[src/rtl/display_share_arbiter.sv]
// Round-robin time-slice arbiter sharing one two-digit hex display among four
// requesters; the current owner's byte is forwarded to the display driver.
module display_share_arbiter #(
    parameter int unsigned DWELL_TICKS = 50000000
) (
    input  logic        clk,
    input  logic        reset,
    input  logic [3:0]  req,
    input  logic [31:0] val,
    output logic [7:0]  n,
    output logic        blank,
    output logic [3:0]  grant,
    output logic [1:0]  owner,
    output logic        slot_done
);

    localparam int unsigned CW = (DWELL_TICKS > 1) ? $clog2(DWELL_TICKS) : 1;
    localparam logic [CW-1:0] LAST = CW'(DWELL_TICKS - 1);

    typedef enum logic [0:0] {
        IDLE = 1'b0,
        SHOW = 1'b1
    } state_t;

    state_t        state_r;
    logic [CW-1:0] cnt_r;
    logic [1:0]    ptr_r;

    logic [2:0]    pick_s;
    logic          win_s;
    logic [1:0]    win_idx_s;
    logic [7:0]    win_val_s;
    logic [7:0]    owner_val_s;
    logic          slot_end_s;

    // Returns {found, index} of the first set request at or after start (mod 4).
    function automatic logic [2:0] rr_pick(input logic [3:0] r, input logic [1:0] start);
        logic [2:0] res;
        logic [1:0] idx;
        res = 3'b000;
        for (int i = 3; i >= 0; i--) begin
            idx = start + 2'(i);
            if (r[idx]) begin
                res = {1'b1, idx};
            end
        end
        return res;
    endfunction

    // Winner search and slot-end detection for the current cycle.
    always_comb begin
        pick_s      = rr_pick(req, ptr_r);
        win_s       = pick_s[2];
        win_idx_s   = pick_s[1:0];
        win_val_s   = val[{win_idx_s, 3'b000} +: 8];
        owner_val_s = val[{owner, 3'b000} +: 8];
        slot_end_s  = (req[owner] == 1'b0) || (cnt_r == LAST);
    end

    // Ownership state machine; ptr_r is owner+1 except straight after reset.
    always_ff @(posedge clk or posedge reset) begin
        if (reset) begin
            state_r   <= IDLE;
            cnt_r     <= '0;
            ptr_r     <= 2'd0;
            n         <= 8'h00;
            blank     <= 1'b1;
            grant     <= 4'b0000;
            owner     <= 2'd0;
            slot_done <= 1'b0;
        end else begin
            case (state_r)
                IDLE: begin
                    slot_done <= 1'b0;
                    if (win_s) begin
                        state_r <= SHOW;
                        owner   <= win_idx_s;
                        grant   <= 4'b0001 << win_idx_s;
                        ptr_r   <= win_idx_s + 2'd1;
                        cnt_r   <= '0;
                        blank   <= 1'b0;
                        n       <= win_val_s;
                    end else begin
                        state_r <= IDLE;
                    end
                end
                SHOW: begin
                    if (slot_end_s) begin
                        slot_done <= 1'b1;
                        cnt_r     <= '0;
                        // Early release never finds the owner; expiry may re-grant it last.
                        if (win_s) begin
                            owner <= win_idx_s;
                            grant <= 4'b0001 << win_idx_s;
                            ptr_r <= win_idx_s + 2'd1;
                            n     <= win_val_s;
                        end else begin
                            state_r <= IDLE;
                            grant   <= 4'b0000;
                            blank   <= 1'b1;
                        end
                    end else begin
                        slot_done <= 1'b0;
                        n         <= owner_val_s;
                        cnt_r     <= cnt_r + CW'(1);
                    end
                end
                default: begin
                    state_r   <= IDLE;
                    grant     <= 4'b0000;
                    blank     <= 1'b1;
                    slot_done <= 1'b0;
                end
            endcase
        end
    end

endmodule

[config.mk]
export PLATFORM = sky130hd
export DESIGN_NAME = display_share_arbiter
export DESIGN_NICKNAME = d
export VERILOG_FILES = /design/src/rtl/display_share_arbiter.sv
export SDC_FILE = /design/constraint.sdc
export NUM_CORES = 1
export LEC_CHECK = 0
export ABC_AREA = 1
export ABC_CLOCK_PERIOD_IN_PS = 2100
export CAP_MARGIN = 20
export CORE_MARGIN = 2
export CORE_UTILIZATION = 54
export DETAILED_ROUTE_END_ITERATION = 7
export MAX_ROUTING_LAYER = met4
export PLACE_DENSITY = 0.89
export SLEW_MARGIN = 30
export SYNTH_ARGS = -nofsm -noshare
export SYNTH_HDL_FRONTEND = slang
export SYNTH_SLANG_ARGS = --single-unit
[constraint.sdc]
create_clock -name clk -period 2.1 [get_ports clk]
set_input_delay 0.42 -clock clk [delete_from_list [all_inputs] [get_ports clk]]
set_output_delay 0.42 -clock clk [all_outputs]
set_load 0.005 [all_outputs]
# Yosys cells after proc, flatten, opt, wreduce, memory -nomap -nowiden
# Cells that the tools add are included.
# word_totals
mem_bits_rw	0
rom_bits	0
out_inout_bits	16
regBits	45
in_bits	38
word_cells	69
latch_bits	0
mem_count	0
# classes
n_mux	39
n_div	0
n_eq_ne	4
reduce_logical	3
n_addsub	5
n_shift	3
order_cmp	5
n_mul	0
bitwise	2
# op_table
operator	count
variable part select 32 x 6 -> 8 bit	2
2-to-1 mux 26 bit	2
case mux 26 bit (2 select lines)	1
adder 26 x 1 -> 26 bit (second input constant)	1
equality test 26 bit (second input constant)	1
2-to-1 mux 8 bit	2
case mux 8 bit (2 select lines)	1
less-than comparator 2 x 3 -> 1 bit (second input constant)	5
2-to-1 mux 3 bit	4
2-to-1 mux 4 bit	3
2-to-1 mux 1 bit	11
binary-select mux 1 bit (select 2 bit)	5
2-to-1 mux 2 bit	4
case mux 2 bit (2 select lines)	2
case mux 4 bit (2 select lines)	1
case mux 1 bit (2 select lines)	3
adder 2 x 1 -> 2 bit (second input constant)	2
adder 2 bit (second input constant)	2
!= test 2 bit (second input constant)	2
<< shifter 1 x 2 -> 4 bit (first input constant)	1
AND reduction 3 bit	1
!= test 2 x 1 -> 1 bit (second input constant)	1
inverter 1 bit	2
AND reduction 2 bit	1
logical OR 1 bit	1

# Longest topological paths before layout
# Gate-level depths: netlist of run 1.
# depth
word_depth	11
depth_mapped	13

# Worst setup path before layout of run 1
# Ideal clock, no wire load.
# synth_path
kind	register to register
start	register ptr_r[0]
end	register ptr_r[1]
path_stages_with_launch	12
arrival_time_ps	1679
slack_ps	300
setup_ps	121
path_buffers	2
path_cell_list	dfrtp_1 > buf_6 > o21ai_2 > nand2_1 > nand3_2 > nand2_1 > nand2_2 > nand2_4 > buf_6 > ha_1 > nand2_1 > o21ai_1
# synth_via
elab_chain_cells	11
elab_cells_between_ends	19
classes_between	add/sub: 4; mux: 15
# synth_rtl
item	line_no	source
from (decl)	27	logic [1:0] ptr_r;
from (signal assigned)	79	ptr_r <= win_idx_s + 2'd1;
from (signal assigned)	95	ptr_r <= win_idx_s + 2'd1;
adder 2 bit	42	idx = start + 2'(i);
binary-select mux 1 bit (select 2 bit)	43	if (r[idx]) begin
2-to-1 mux 1 bit (not written as such)	43	
2-to-1 mux 3 bit (3 in series)	43	
2-to-1 mux 3 bit *	43	
net pick_s[0]	29	logic [2:0] pick_s;
adder 2 x 1 -> 2 bit *	79, 95	
2-to-1 mux 2 bit *	75, 92	
2-to-1 mux 2 bit	88	if (slot_end_s) begin
case mux 2 bit (2 select lines) *	72	case (state_r)
# Mark *: on every way through the listed nets, which the timed path passes. The rest lies on a longest branch. The select of a mux whose other input is x is not followed.
# A chain may end at the register's enable or synchronous reset.

# Worst setup path in the final report of run 1
# layout_path
start	register cnt_r[0]
end	register owner[0]
# layout_via
elab_chain_cells	3
# layout_rtl
item	line_no	source
from (decl)	26	logic [CW-1:0] cnt_r;
from (signal assigned)	105	cnt_r <= cnt_r + CW'(1);
equality test 26 bit	57	slot_end_s = (req[owner] == 1'b0) || (cnt_r == LAST);
logical OR 1 bit	57	
!= test 2 x 1 -> 1 bit (no line)	n/a	
to (signal assigned)	77	owner <= win_idx_s;
to (signal assigned)	93	owner <= win_idx_s;
to (decl)	13	output logic [1:0] owner,
# No other way between the ends.

==> results of run 1 <==
[power by group]
| part | internal, mW | switching [mW] |
|---|---|---|
| sequential | 1.10 | 0.168 |
| combinational | 1.69 | 2.36 |
| clock | 0.388 | 0.308 |
[metrics by stage]
stage	util, %	setup slack (ps)
finish	71.9	140
global route	71.9	-11.8
CTS	71.6	108
detailed placement	69.7	-175
global placement	69.7	-113
floorplan	-	300
[registers in the layout, summed over array words and instances (netlist names)]
| register | flops |
|---|---|
| cnt_r | 26 |
| n | 8 |
| grant | 4 |
| owner | 2 |
| ptr_r | 2 |
| blank | 1 |
| slot_done | 1 |
| state_r | 1 |
[layer usage]
metal	track usage, %	vias to the layer above	routed length, um
li1	-	1734	-
met1	36.7	1699	3840
met2	48.4	233	4660
met3	5.27	45	809
met4	12.2	0	310
met5	-	-	0
[kinds of logic after synthesis]
group | Yosys count
AND/OR/NAND/NOR | 255
XOR/XNOR | 11
adder cells (fa/ha/maj) | 5
AO/OA/AOI/OAI | 76
buffers and inverters | 84
flip-flops | 45
[layout make-up]
class / instances / area (um2)
multi-input cells: 347 / 1880
fillers: 480 / 1680
repair buffers: 90 / 821
clock buffers: 7 / 86.3
inverters: 70 / 274
flip-flops and latches: 45 / 1130
well taps: 75 / 93.8
clock inverters: 1 / 30.0
[placed cells by master, fill, tap and decap left out, types with 3 or more instances in the layout]
cell,n
clkdlybuf4s50_1,53
xnor2_1,3
nand2_4,4
nand2_2,5
inv_1,61
a21oi_1,18
o21ai_0,23
nand4_1,11
nor2_1,20
nand3_1,59
xor2_1,8
o31ai_1,3
o22ai_1,9
buf_4,36
nor3_4,4
a32o_1,5
ha_1,5
o21ai_1,8
inv_2,6
nand2_1,124
nor3_1,9
nor4_1,4
nand3_2,5
dfrtp_1,44
clkbuf_8,6
[worst paths after layout]
path,start,to,cells after the start
min in group clk,grant[2]$_DFFE_PP0P_,grant[2]$_DFFE_PP0P_,2
max in group asynchronous,reset,blank$_DFFE_PP1P_,3
worst max-delay path,cnt_r[0]$_DFFE_PP0P_,owner[0]$_DFFE_PP0P_,11
worst max register to register,cnt_r[0]$_DFFE_PP0P_,owner[0]$_DFFE_PP0P_,11
worst min-delay path,reset,grant[2]$_DFFE_PP0P_,2
worst min register to register,grant[2]$_DFFE_PP0P_,grant[2]$_DFFE_PP0P_,2
[repair_timing]
item / CTS / global route
buffers inserted: 0 / 1
hold buffers: 0 / 0
resized for setup: 0 / 3
endpoints found under the setup margin: 0 / 5
==> results.sh, run 1 <==
export IMPL_syn_to_final_growth_pct=27.8
export IMPL_status="completed"
export IMPL_synth_top_area_cell="dfrtp_1"
export IMPL_portBuffers=53
export IMPL_synth_xor_area_share_pct=2.86
export IMPL_htreeDepth=2
export IMPL_synth_fa_ha_area_share_pct=1.86
export IMPL_gr_total_overflow=0
export IMPL_clockBufferDepth=2
export IMPL_synth_cell_types=43
export IMPL_synth_edf_count=0
export IMPL_async_flop_share_pct=100
export IMPL_ys_top_cells_by_count="nand2_1, inv_1, nand3_1"
export IMPL_synthesis_area_um2=3370
export IMPL_numClockSinks=45
export IMPL_end_kind="flip-flop"
export IMPL_io_pins=54
export IMPL_antenna_found_initial=0
export IMPL_post_dp_hpwl_um=7560
export IMPL_num_nets_final=602
export IMPL_finClkSkew_ps=11.1
export IMPL_initial_core_util_pct=56.2
export IMPL_critPathKind="reg2reg"
export IMPL_place_congestion=0.931
export IMPL_crit_fanout=16
export IMPL_relSlewSlack_pct=62.0
export IMPL_die_h_um=83.0
export IMPL_setup_viol=0
export IMPL_drtIter0Drc=371
export IMPL_period_needed_ps=1960
export IMPL_clkTransAtPathRegs_ps=90
export IMPL_clk_latency_ps=310
export IMPL_crit_buf_inv=3
export IMPL_arrival_ps=2160
export IMPL_peakVddDrop_v=0.000954
export IMPL_clk_root_buffer_cell="clkbuf_8"
export IMPL_grt_pass1_vias=3646
export IMPL_critical_path_cell_chain="ha_1 -> inv_1 -> nor3_4 -> inv_1 -> nor3_2 -> nand2_1 -> nand3_4 -> nand2_4 -> inv_6 -> nand2_1 -> o21a_1"
export IMPL_drc=0
export IMPL_vias=3711
export IMPL_synth_nets=519
export IMPL_fp_dieArea_um2=6890
export IMPL_viasPerCell=5.84
export IMPL_synthSimpleGateAreaFrac_pct=37.1
export IMPL_antennaDiodeCount=0
export IMPL_synthMuxAreaShare_pct=0
export IMPL_synth_top_family_by_area="simple AND/OR/NAND/NOR gates"
export IMPL_place_area_um2=4170
export IMPL_min_path_type="in2async"
export IMPL_synth_top_cells_by_area="dfrtp_1, nand2_1, nand3_1"
export IMPL_final_max_slew_violation_count=0
export IMPL_yosys_warnings=0
export IMPL_cts_buffers=5
export IMPL_die_x_um=83.0
export IMPL_yosys_register_bits=45
export IMPL_instances_no_fill=635
export IMPL_critPathSlowestCell="dfrtp_1"
export IMPL_cp_top_family="simple AND/OR/NAND/NOR gates"
export IMPL_p_per_area_nw_per_um2=1400
export IMPL_grt_first_pass_wirelength_um=16500
export IMPL_std_cell_rows=28
export IMPL_synthFlopType="dfrtp_1"
export IMPL_timing_setup_tns_ps=0
export IMPL_hold_viol_final=0
export IMPL_synth_compound_area_share_pct=13.7
export IMPL_drt_total_wl_um=9620
export IMPL_synth_area_per_cell_um2=7.08
export IMPL_hold_ws_ps=337
export IMPL_grt_max_degree=21
export IMPL_regToRegSetupSlack_ps=140
export IMPL_startpoint_type="flip-flop"
export IMPL_cpPeakStageDelay_ps=370
export IMPL_final_period_utilization_pct=93.3
export IMPL_synth_top_area_share_pct=32.7
export IMPL_leakage_nw=1.96
export IMPL_maxCapViolCount=0
export IMPL_synth_most_common_cell="nand2_1"
export IMPL_core_area_um2=5990
export IMPL_worstPathRequired_ps=2300
export IMPL_grt_usage_pct=29.7
export IMPL_post_route_cell_area_um2=4310
export IMPL_yosysSeqAreaShare_pct=33.5
export IMPL_wl_per_cell_um=15.1
export IMPL_place_inst=626
export IMPL_total_power_mw=6.02
export IMPL_fmaxAchievable_ghz=0.510
export IMPL_ant_nets=0
export IMPL_cts_tree="done"
export IMPL_synth_cells=476
export IMPL_drive_gt1_share_pct=15.0
export IMPL_tightest_slew_ps=565
export IMPL_drt_pass1_iter_count=5
Note: power is estimated with default switching activity, not from simulation.
==> run 2, diff against run 1 <==
--- a/config.mk
+++ b/config.mk
@@ -10,6 +10,7 @@
 export CAP_MARGIN = 20
 export CORE_MARGIN = 2
 export CORE_UTILIZATION = 54
+export CTS_BUF_LIST = sky130_fd_sc_hd__clkbuf_8 sky130_fd_sc_hd__clkbuf_16
 export DETAILED_ROUTE_END_ITERATION = 7
 export MAX_ROUTING_LAYER = met4
 export PLACE_DENSITY = 0.89
==> run 2 against run 1 <==
Routed wire length up 0.29%; die area is the same; cell area unchanged; critical path depth decreased by 1; core utilization unchanged; count of clock-buffer cells in the layout fell by 1.
==> results.sh, run 2 (synthesis gave the netlist of run 1 again) <==
export IMPL_status="completed"
export IMPL_startpoint_type="flip-flop"
export IMPL_worstPathRequired_ps=2300
export IMPL_grt_max_degree=21
export IMPL_end_kind="flip-flop"
export IMPL_numClockSinks=45
export IMPL_p_per_area_nw_per_um2=1400
export IMPL_wl_per_cell_um=15.2
export IMPL_drtIter0Drc=382
export IMPL_cts_tree="done"
export IMPL_htreeDepth=2
export IMPL_die_h_um=83.0
export IMPL_antenna_found_initial=0
export IMPL_fmaxAchievable_ghz=0.506
export IMPL_clkTransAtPathRegs_ps=90
export IMPL_maxCapViolCount=0
export IMPL_reg2reg_depth=10
export IMPL_leakage_nw=1.96
export IMPL_p_clk_share_pct=11.5
export IMPL_hold_viol_final=0
export IMPL_r2r_end="owner[0]$_DFFE_PP0P_"
export IMPL_reg_largest_list="cnt_r (26), n (8), grant (4)"
export IMPL_grt_first_pass_wirelength_um=16500
export IMPL_layout_common_cells="nand2_1, inv_1, nand3_1"
export IMPL_place_area_um2=4170
export IMPL_portBuffers=53
export IMPL_setup_viol=0
export IMPL_period_needed_ps=1980
export IMPL_cts_buffers=5
export IMPL_n_fill_cell=480
export IMPL_grt_usage_pct=29.7
export IMPL_arrival_ps=2170
export IMPL_finClkSkew_ps=10.8
export IMPL_core_area_um2=5990
export IMPL_peakVddDrop_v=0.000956
export IMPL_io_pins=54
export IMPL_fp_dieArea_um2=6890
export IMPL_place_congestion=0.931
export IMPL_r2r_start="cnt_r[13]$_DFFE_PP0P_"
export IMPL_critPathKind="reg2reg"
export IMPL_vias=3732
export IMPL_clk_root_buffer_cell="clkbuf_8"
export IMPL_die_x_um=83.0
export IMPL_ant_nets=0
export IMPL_regToRegSetupSlack_ps=120
export IMPL_post_route_cell_area_um2=4310
export IMPL_p_seq_share_pct=21.1
export IMPL_layout_commonest_cell="nand2_1"
export IMPL_drt_pass1_iter_count=5
export IMPL_drc=0
export IMPL_intPower_mw=3.18
export IMPL_viasPerCell=5.88
export IMPL_num_nets_final=602
export IMPL_clockBufferDepth=2
export IMPL_final_max_slew_violation_count=0
export IMPL_largest_reg_flops=26
export IMPL_p_switching_mw=2.84
export IMPL_swShare_pct=47.2
export IMPL_tightest_slew_ps=589
export IMPL_min_path_type="in2async"
export IMPL_power_frac_comb_pct=67.5
export IMPL_clk_latency_ps=310
export IMPL_gr_total_overflow=0
export IMPL_syn_to_final_growth_pct=27.8
export IMPL_std_cell_rows=28
export IMPL_drive_gt1_share_pct=15.0
export IMPL_initial_core_util_pct=56.2
export IMPL_grt_pass1_vias=3646
export IMPL_crit_fanout=16
export IMPL_relSlewSlack_pct=60.3
export IMPL_drt_total_wl_um=9650
export IMPL_regMostFlops="cnt_r"
export IMPL_finalCoreUtilization_pct=71.9
export IMPL_final_period_utilization_pct=94.1
export IMPL_antennaDiodeCount=0
export IMPL_post_dp_hpwl_um=7560
[run 2: cell count changes in the layout (fill, tap and decap cells not counted)]
| cell | change |
|---|---|
| inv_1 | +1 |
| clkbuf_1 | -1 |
[run 2: final cells by class]
cell class / count / area, um2 / area share, %
multi-input combinational: 347 / 1880 / 43.5
sequential: 45 / 1130 / 26.2
timing repair buffer: 90 / 821 / 19.1
inverter: 70 / 274 / 6.36
tap: 75 / 93.8 / 2.18
clock buffer: 6 / 82.6 / 1.92
clock inverter: 2 / 33.8 / 0.784
[run 2: critical path, stage by stage, from the launching register on]
cell	delay (ps)
dfrtp_1	430
nand2_1	120
nor2_2	210
nand4_1	170
nor3_2	200
nand2_1	150
nand3_4	150
nand2_4	80
inv_6	130
nand2_1	90
o21a_1	110
[run 2: metal layers]
metal  routed length (um)  GRT usage, %  vias up
li1                     -             -     1739
met1                 3790          36.7     1721
met2                 4710          48.4      230
met3                  838          5.27       42
met4                  312          12.2        0
met5                    0             -        -
[run 2: timing repair]
item / in CTS / in global routing
endpoints found under the setup margin: 0 / 5
hold buffers: 0 / 0
buffers inserted: 0 / 1
resized for setup: 0 / 3
[run 2: power by group through the flow]
stage	logic (mW)	registers, mW	clock network, mW
final	4.06	1.27	0.690
after global routing	4.51	1.29	0.731
after CTS	3.95	1.26	0.693
after detailed placement	3.95	1.27	0
after global placement	3.81	1.27	0
after floorplan	2.57	1.25	0
[run 2: worst max path at each step]
| stage | startpoint | to | slack, ps |
|---|---|---|---|
| 3_3_place_gp | req[0] | grant[1]$_DFFE_PP0P_ | -110 |
| 3_5_place_dp | req[1] | grant[2]$_DFFE_PP0P_ | -170 |
| 6_report | cnt_r[13]$_DFFE_PP0P_ | owner[0]$_DFFE_PP0P_ | 120 |
| 5_1_grt | req[0] | grant[2]$_DFFE_PP0P_ | -10 |
| 2_1_floorplan | ptr_r[0]$_DFFE_PP0P_ | ptr_r[1]$_DFFE_PP0P_ | 300 |
| 4_1_cts | cnt_r[0]$_DFFE_PP0P_ | n[1]$_DFF_PP0_ | 110 |
[run 2: per-stage QoR]
stage	setup TNS (ps)	total power [mW]	std cells	hold slack (ps)	setup WS, ps
after floorplan	0	3.82	476	467	300
after global placement	-1810	5.08	626	464	-113
after detailed placement	-3400	5.22	626	470	-175
after CTS	0	5.91	634	346	108
after global routing	-21.1	6.53	635	356	-11.3
final	0	6.02	635	338	124
==> run 3, diff against run 2 <==
--- a/config.mk
+++ b/config.mk
@@ -7,7 +7,7 @@
 export LEC_CHECK = 0
 export ABC_AREA = 1
 export ABC_CLOCK_PERIOD_IN_PS = 2100
-export CAP_MARGIN = 20
+export CAP_MARGIN = 25
 export CORE_MARGIN = 2
 export CORE_UTILIZATION = 54
 export CTS_BUF_LIST = sky130_fd_sc_hd__clkbuf_8 sky130_fd_sc_hd__clkbuf_16
==> results of run 3 <==
No change in the layout: final DEF, timing and power equal those of run 2.
